$ cat src/rtl/d5m_pattern_source.sv
// D5M sensor emulator: drives 12-bit raw test patterns with sensor-identical FVAL/LVAL framing.
// Every output is registered from the next-state values, so framing edges line up with state changes.
module d5m_pattern_source #(
  parameter int unsigned H_ACTIVE = 1280,
  parameter int unsigned V_ACTIVE = 960,
  parameter int unsigned H_BLANK  = 40,
  parameter int unsigned FV_LEAD  = 8,
  parameter int unsigned F_TAIL   = 8,
  parameter int unsigned V_BLANK  = 100
) (
  input  logic        D5M_PIXCLK,
  input  logic        rst_n,
  input  logic        enable,
  input  logic        single_shot,
  input  logic [1:0]  pattern_sel,
  input  logic [11:0] solid_value,
  output logic [11:0] D5M_D,
  output logic        D5M_FVAL,
  output logic        D5M_LVAL,
  output logic        frame_done,
  output logic [15:0] frame_cnt,
  output logic        busy
);

  localparam int unsigned MAX_HA = (H_ACTIVE > H_BLANK) ? H_ACTIVE : H_BLANK;
  localparam int unsigned MAX_LT = (FV_LEAD > F_TAIL) ? FV_LEAD : F_TAIL;
  localparam int unsigned MAX_AB = (MAX_HA > MAX_LT) ? MAX_HA : MAX_LT;
  localparam int unsigned MAX_LEN = (MAX_AB > V_BLANK) ? MAX_AB : V_BLANK;
  localparam int unsigned CNT_W = $clog2(MAX_LEN + 1);
  localparam int unsigned Y_W = $clog2(V_ACTIVE + 1);
  localparam int unsigned PIX_W = 12;
  localparam int unsigned FCNT_W = 16;

  typedef enum logic [2:0] {
    IDLE,
    LEAD,
    LINE,
    HBLANK,
    TAIL,
    VBLANK
  } state_t;

  state_t              state_q, state_n;
  logic [CNT_W-1:0]    cnt_q, cnt_n;
  logic [Y_W-1:0]      y_q, y_n;
  logic [1:0]          pat_q, pat_n;
  logic [PIX_W-1:0]    sv_q, sv_n;
  logic                oneshot_q, oneshot_n;
  logic [FCNT_W-1:0]   frame_cnt_q, fcnt_n;
  logic                done_n;
  logic [PIX_W-1:0]    x12, y12, pix, d_n;

  // Next-state and counter logic; cnt doubles as the active x coordinate in LINE.
  always_comb begin
    state_n   = state_q;
    cnt_n     = cnt_q;
    y_n       = y_q;
    pat_n     = pat_q;
    sv_n      = sv_q;
    oneshot_n = oneshot_q;
    fcnt_n    = frame_cnt_q;
    done_n    = 1'b0;
    case (state_q)
      IDLE: begin
        if (enable | single_shot) begin
          state_n   = LEAD;
          cnt_n     = '0;
          y_n       = '0;
          pat_n     = pattern_sel;
          sv_n      = solid_value;
          oneshot_n = ~enable;
        end
      end
      LEAD: begin
        if (cnt_q == CNT_W'(FV_LEAD - 1)) begin
          state_n = LINE;
          cnt_n   = '0;
        end else begin
          cnt_n = cnt_q + CNT_W'(1);
        end
      end
      LINE: begin
        if (cnt_q == CNT_W'(H_ACTIVE - 1)) begin
          cnt_n   = '0;
          state_n = (y_q == Y_W'(V_ACTIVE - 1)) ? TAIL : HBLANK;
        end else begin
          cnt_n = cnt_q + CNT_W'(1);
        end
      end
      HBLANK: begin
        if (cnt_q == CNT_W'(H_BLANK - 1)) begin
          state_n = LINE;
          cnt_n   = '0;
          y_n     = y_q + Y_W'(1);
        end else begin
          cnt_n = cnt_q + CNT_W'(1);
        end
      end
      TAIL: begin
        if (cnt_q == CNT_W'(F_TAIL - 1)) begin
          state_n = VBLANK;
          cnt_n   = '0;
          done_n  = 1'b1;
          fcnt_n  = frame_cnt_q + FCNT_W'(1);
        end else begin
          cnt_n = cnt_q + CNT_W'(1);
        end
      end
      VBLANK: begin
        if (cnt_q == CNT_W'(V_BLANK - 1)) begin
          cnt_n = '0;
          if (enable && !oneshot_q) begin
            state_n = LEAD;
            y_n     = '0;
            pat_n   = pattern_sel;
            sv_n    = solid_value;
          end else begin
            state_n = IDLE;
          end
        end else begin
          cnt_n = cnt_q + CNT_W'(1);
        end
      end
      default: state_n = IDLE;
    endcase
  end

  // Pattern generator on the coordinates the outputs will present after the next edge.
  always_comb begin
    x12 = PIX_W'(cnt_n);
    y12 = PIX_W'(y_n);
    case (pat_q)
      2'd0:    pix = sv_q;
      2'd1:    pix = {x12[9:0], 2'b00};
      2'd2:    pix = (x12[5] ^ y12[5]) ? 12'hFFF : 12'h000;
      default: pix = x12 + y12 + {4'h0, frame_cnt_q[7:0]};
    endcase
    d_n = (state_n == LINE) ? pix : '0;
  end

  // State and control registers.
  always_ff @(posedge D5M_PIXCLK or negedge rst_n) begin
    if (!rst_n) begin
      state_q     <= IDLE;
      cnt_q       <= '0;
      y_q         <= '0;
      pat_q       <= '0;
      sv_q        <= '0;
      oneshot_q   <= 1'b0;
      frame_cnt_q <= '0;
    end else begin
      state_q     <= state_n;
      cnt_q       <= cnt_n;
      y_q         <= y_n;
      pat_q       <= pat_n;
      sv_q        <= sv_n;
      oneshot_q   <= oneshot_n;
      frame_cnt_q <= fcnt_n;
    end
  end

  // Output registers.
  always_ff @(posedge D5M_PIXCLK or negedge rst_n) begin
    if (!rst_n) begin
      D5M_D      <= '0;
      D5M_FVAL   <= 1'b0;
      D5M_LVAL   <= 1'b0;
      frame_done <= 1'b0;
      busy       <= 1'b0;
    end else begin
      D5M_D      <= d_n;
      D5M_FVAL   <= (state_n == LEAD) || (state_n == LINE) ||
                    (state_n == HBLANK) || (state_n == TAIL);
      D5M_LVAL   <= (state_n == LINE);
      frame_done <= done_n;
      busy       <= (state_n != IDLE);
    end
  end

  assign frame_cnt = frame_cnt_q;

endmodule

$ cat config.mk
export PLATFORM = sky130hd
export DESIGN_NAME = d5m_pattern_source
export DESIGN_NICKNAME = d
export VERILOG_FILES = /design/src/rtl/d5m_pattern_source.sv
export SDC_FILE = /design/constraint.sdc
export NUM_CORES = 1
export LEC_CHECK = 0
export CAP_MARGIN = 10
export CORE_MARGIN = 2
export CORE_UTILIZATION = 30
export CTS_CLUSTER_DIAMETER = 150
export DETAILED_ROUTE_END_ITERATION = 10
export GPL_ROUTABILITY_DRIVEN = 1
export PLACE_DENSITY_LB_ADDON = 0.12
export SYNTH_ARGS = -nofsm -noshare
export SYNTH_HDL_FRONTEND = slang
export SYNTH_SLANG_ARGS = --single-unit
export TNS_END_PERCENT = 10
$ cat constraint.sdc
create_clock -name D5M_PIXCLK -period 9.15 [get_ports D5M_PIXCLK]
set_input_delay 2.745 -clock D5M_PIXCLK [delete_from_list [all_inputs] [get_ports D5M_PIXCLK]]
set_output_delay 2.745 -clock D5M_PIXCLK [all_outputs]
set_load 0.02 [all_outputs]
==> results.sh <==
export IMPL_status="finished clean"
export IMPL_cellPowerDensity_nw_per_um2=123
export IMPL_cts_repair_resized=0
export IMPL_async_set_or_reset_register_ratio_after_synthesis=1.00
export IMPL_max_stage_delay_ns=0.52
export IMPL_core_region_sq_um=14400
export IMPL_highest_net_fanout_along_the_worst_path=5
export IMPL_routed_wire_length_per_instance_um=16.6
export IMPL_drive_above_1_share=0.0845
export IMPL_fin_nets=558
export IMPL_skew_ns=0.00643
export IMPL_critical_path_startpoint_type="input pin"
export IMPL_global_route_wire_length_before_repair_um=19000
export IMPL_drt_first_pass_iters=4
export IMPL_fillers=1484
export IMPL_synth_area_mux_share=0.0381
export IMPL_fin_total_pwr_mw=0.653
export IMPL_post_synth_and_or_nand_nor_area_fraction=0.196
export IMPL_period_utilization_post_route=0.740
export IMPL_total_cts_buffers=9
export IMPL_parity_gate_share_of_the_synthesized_area_counting_xor_and_xnor_cells=0.0538
export IMPL_post_synth_cell_area_avg_sq_um=9.32
export IMPL_synth_adder_area_share=0.0859
export IMPL_timing_critical_path_to_type="flip-flop"
export IMPL_crit_slowest_cell="sky130_fd_sc_hd__clkdlybuf4s50_1"
export IMPL_worst_slew_pin_slew_ns=0.946
export IMPL_critical_path_class="in -> reg"
export IMPL_track_usage=0.154
export IMPL_gpl_final_weighted_congestion=0.870
export IMPL_ir_drop_mv=0.0905
export IMPL_globalRouteOverflowTotal=0
export IMPL_timing_critical_path_cells="clkdlybuf4s50_1 > nor2b_1 > and4_1 > nor2_1 > nor2_1 > o21ai_0 > a22o_1 > fa_1 > ha_1 > inv_1 > fa_1 > nor2b_1 > o21ai_0 > a21oi_1 > o41ai_1 > nor2_1 > a2111oi_0 > a211oi_1"
export IMPL_hold_path_class="reg -> reg"
export IMPL_worst_slew_margin_rel=0.369
export IMPL_detail_route_drc_violations=0
export IMPL_reg2reg_depth=17
export IMPL_cts_clk_slew_worst_paths_ns=0.06
export IMPL_worst_flop_to_flop_path_startpoint="cnt_q[7]"
export IMPL_post_synth_num_cell_types=62
export IMPL_period_needed_ns=6.77
export IMPL_finalMaxSlewViolations=0
export IMPL_area_growth_pct=21.0
export IMPL_synth_nets=514
export IMPL_num_antenna_cells=0
export IMPL_cp_startpoint="enable"
export IMPL_vias_per_cell=5.01
export IMPL_dieArea_sq_um=15600
export IMPL_drt_first_iter_violations=340
export IMPL_syn_area_sq_um=4400
export IMPL_crit_path_frequent_cell="sky130_fd_sc_hd__nor2_1"
export IMPL_tritoncts_clock_tree="done"
export IMPL_synth_most_common_cell="sky130_fd_sc_hd__dfrtp_1"
export IMPL_crit_required_ns=9.34
export IMPL_grt_antenna_before_repair=0
export IMPL_die_h_um=125
export IMPL_port_buffer_count=49
export IMPL_timing_rr_end="D5M_D[11]"
export IMPL_postCtsSetupBuffers=0
export IMPL_row_count=44
export IMPL_post_detailed_routing_wire_length_um=11700
export IMPL_via_count_of_the_first_global_routing_pass=3481
export IMPL_root_buffer_selected_by_cts="sky130_fd_sc_hd__clkbuf_16"
export IMPL_maxClockFrequency_mhz=148
export IMPL_worstSkewPairLatency_ns=0.34
export IMPL_synth_area_leaders="sky130_fd_sc_hd__dfrtp_1, sky130_fd_sc_hd__ha_1, sky130_fd_sc_hd__fa_1, sky130_fd_sc_hd__mux2_2, sky130_fd_sc_hd__nand2_1"
export IMPL_main_combinational_cell_family_by_area_after_synthesis="simple AND/OR/NAND/NOR gates"
export IMPL_cts_max_path_buffers=2
export IMPL_io_pins=50
export IMPL_postRouteAntennaNets=0
export IMPL_synth_largest_area_cell="sky130_fd_sc_hd__dfrtp_1"
export IMPL_dp_hpwl_um=8730
export IMPL_postSynthCellCount=472
export IMPL_crit_path_end="D5M_D[11]"
export IMPL_yosysWarningCount=0
export IMPL_dieWidth_um=125
export IMPL_post_synthesis_register_bit_count=71
export IMPL_synth_top_area_share=0.404
export IMPL_ys_flop_type="sky130_fd_sc_hd__dfrtp_1"
export IMPL_cts_hold_buffers_added=0
export IMPL_cts_sink_count=71
export IMPL_setup_violations_final=0
export IMPL_reg2reg_setup_slack_ns=4.27
export IMPL_htree_levels=3
export IMPL_floorplan_initialDensity=0.305
export IMPL_static_leakage_power_nw=2.36
export IMPL_synth_yosys_seq_area_share=0.404
export IMPL_synth_enable_flop_cells=0
export IMPL_grt_start_max_net_pins=72
export IMPL_synth_compound_gate_area_share=0.172
export IMPL_vias=3535
export IMPL_fin_setup_tns_ns=0
export IMPL_hold_violations=0
export IMPL_synthTopCellsByCount="sky130_fd_sc_hd__dfrtp_1, sky130_fd_sc_hd__nand2_1, sky130_fd_sc_hd__nor2_1"
export IMPL_timing_max_cap_violations=0
export IMPL_rsz0062_at_grt="false"
export IMPL_cp_arrival_ns=6.96
[stage by stage]
stage | cells | utilization | setup slack, ns | area (sq um) | hold WS (ns)
floorplan | 472 | - | 3.13 | 4400 | 0.481
global placement | 689 | 0.350 | 2.21 | 5040 | 0.457
detailed placement | 689 | 0.350 | 2.06 | 5040 | 0.468
CTS | 705 | 0.369 | 2.41 | 5320 | 0.476
global route | 705 | 0.369 | 1.97 | 5320 | 0.485
finish | 705 | 0.369 | 2.38 | 5320 | 0.475
[state kept, by name (all words and copies together), names as in the netlist]
register,count
frame_cnt,16
D5M_D,12
sv_q,12
cnt_q,11
y_q,10
state_q,3
pat_q,2
D5M_FVAL,1
D5M_LVAL,1
busy,1
frame_done,1
oneshot_q,1
[worst min path at each step]
stage,from,endpoint,slack (ns),depth (start not counted)
2_1_floorplan,sv_q[11],sv_q[11],0.48,1
3_3_place_gp,frame_cnt[15],frame_cnt[15],0.46,1
4_1_cts,frame_cnt[15],frame_cnt[15],0.48,1
3_5_place_dp,frame_cnt[15],frame_cnt[15],0.47,1
6_report,frame_cnt[15],frame_cnt[15],0.48,1
5_1_grt,frame_cnt[15],frame_cnt[15],0.48,1
[cell families (layout without fill, tap and decap cells)]
logic type,after synthesis,count (layout)
buffers and inverters,55,104
adder cells (fa/ha/maj),25,25
XOR/XNOR,27,27
flip-flops,71,71
AO/OA/AOI/OAI,112,112
multiplexers,15,15
AND/OR/NAND/NOR,167,167
[critical path: cells and delay by family]
kind	cells	cell delay (ns)
compound gates	7	1.71
simple gates	6	1.03
fa+ha+maj	3	0.89
buf+inv	2	0.59
[per-layer routing]
metal | vias up | wire length, um | share of wire | GRT usage
li1 | 1767 | - | - | -
met1 | 1676 | 5840 | 0.50 | 0.224
met2 | 81 | 5080 | 0.44 | 0.225
met3 | 11 | 588 | 0.050 | 0.0432
met4 | 0 | 170 | 0.015 | 0.0451
met5 | - | 0 | 0 | 0
[final cells by class]
class                   instances  area, sq um  share of cell area
multi-input cells             346         2400               0.451
inverters                      38          143              0.0268
well taps                     184          230              0.0433
clock inverters                 6         46.3             0.00870
repair buffers                 50          495              0.0931
clock buffers                  10          229              0.0430
flip-flops and latches         71         1780               0.334
[power by group]
| part | switching, mW | internal, mW |
|---|---|---|
| logic | 0.00760 | 0.00653 |
| clock network | 0.140 | 0.185 |
| registers | 0 | 0.314 |
| total | 0.148 | 0.505 |
[placed cells by master (no fill, tap or decap), types with 10 or more instances in the layout]
cell type,n
sky130_fd_sc_hd__xnor2_1,17
sky130_fd_sc_hd__clkdlybuf4s50_1,48
sky130_fd_sc_hd__inv_1,38
sky130_fd_sc_hd__o21ai_0,28
sky130_fd_sc_hd__mux2_2,14
sky130_fd_sc_hd__ha_1,15
sky130_fd_sc_hd__a21o_1,10
sky130_fd_sc_hd__nand2_1,41
sky130_fd_sc_hd__nor2_1,41
sky130_fd_sc_hd__a21oi_1,26
sky130_fd_sc_hd__nand3_1,18
sky130_fd_sc_hd__xor2_1,10
sky130_fd_sc_hd__dfrtp_1,71
(Power assumes the default switching activity.)
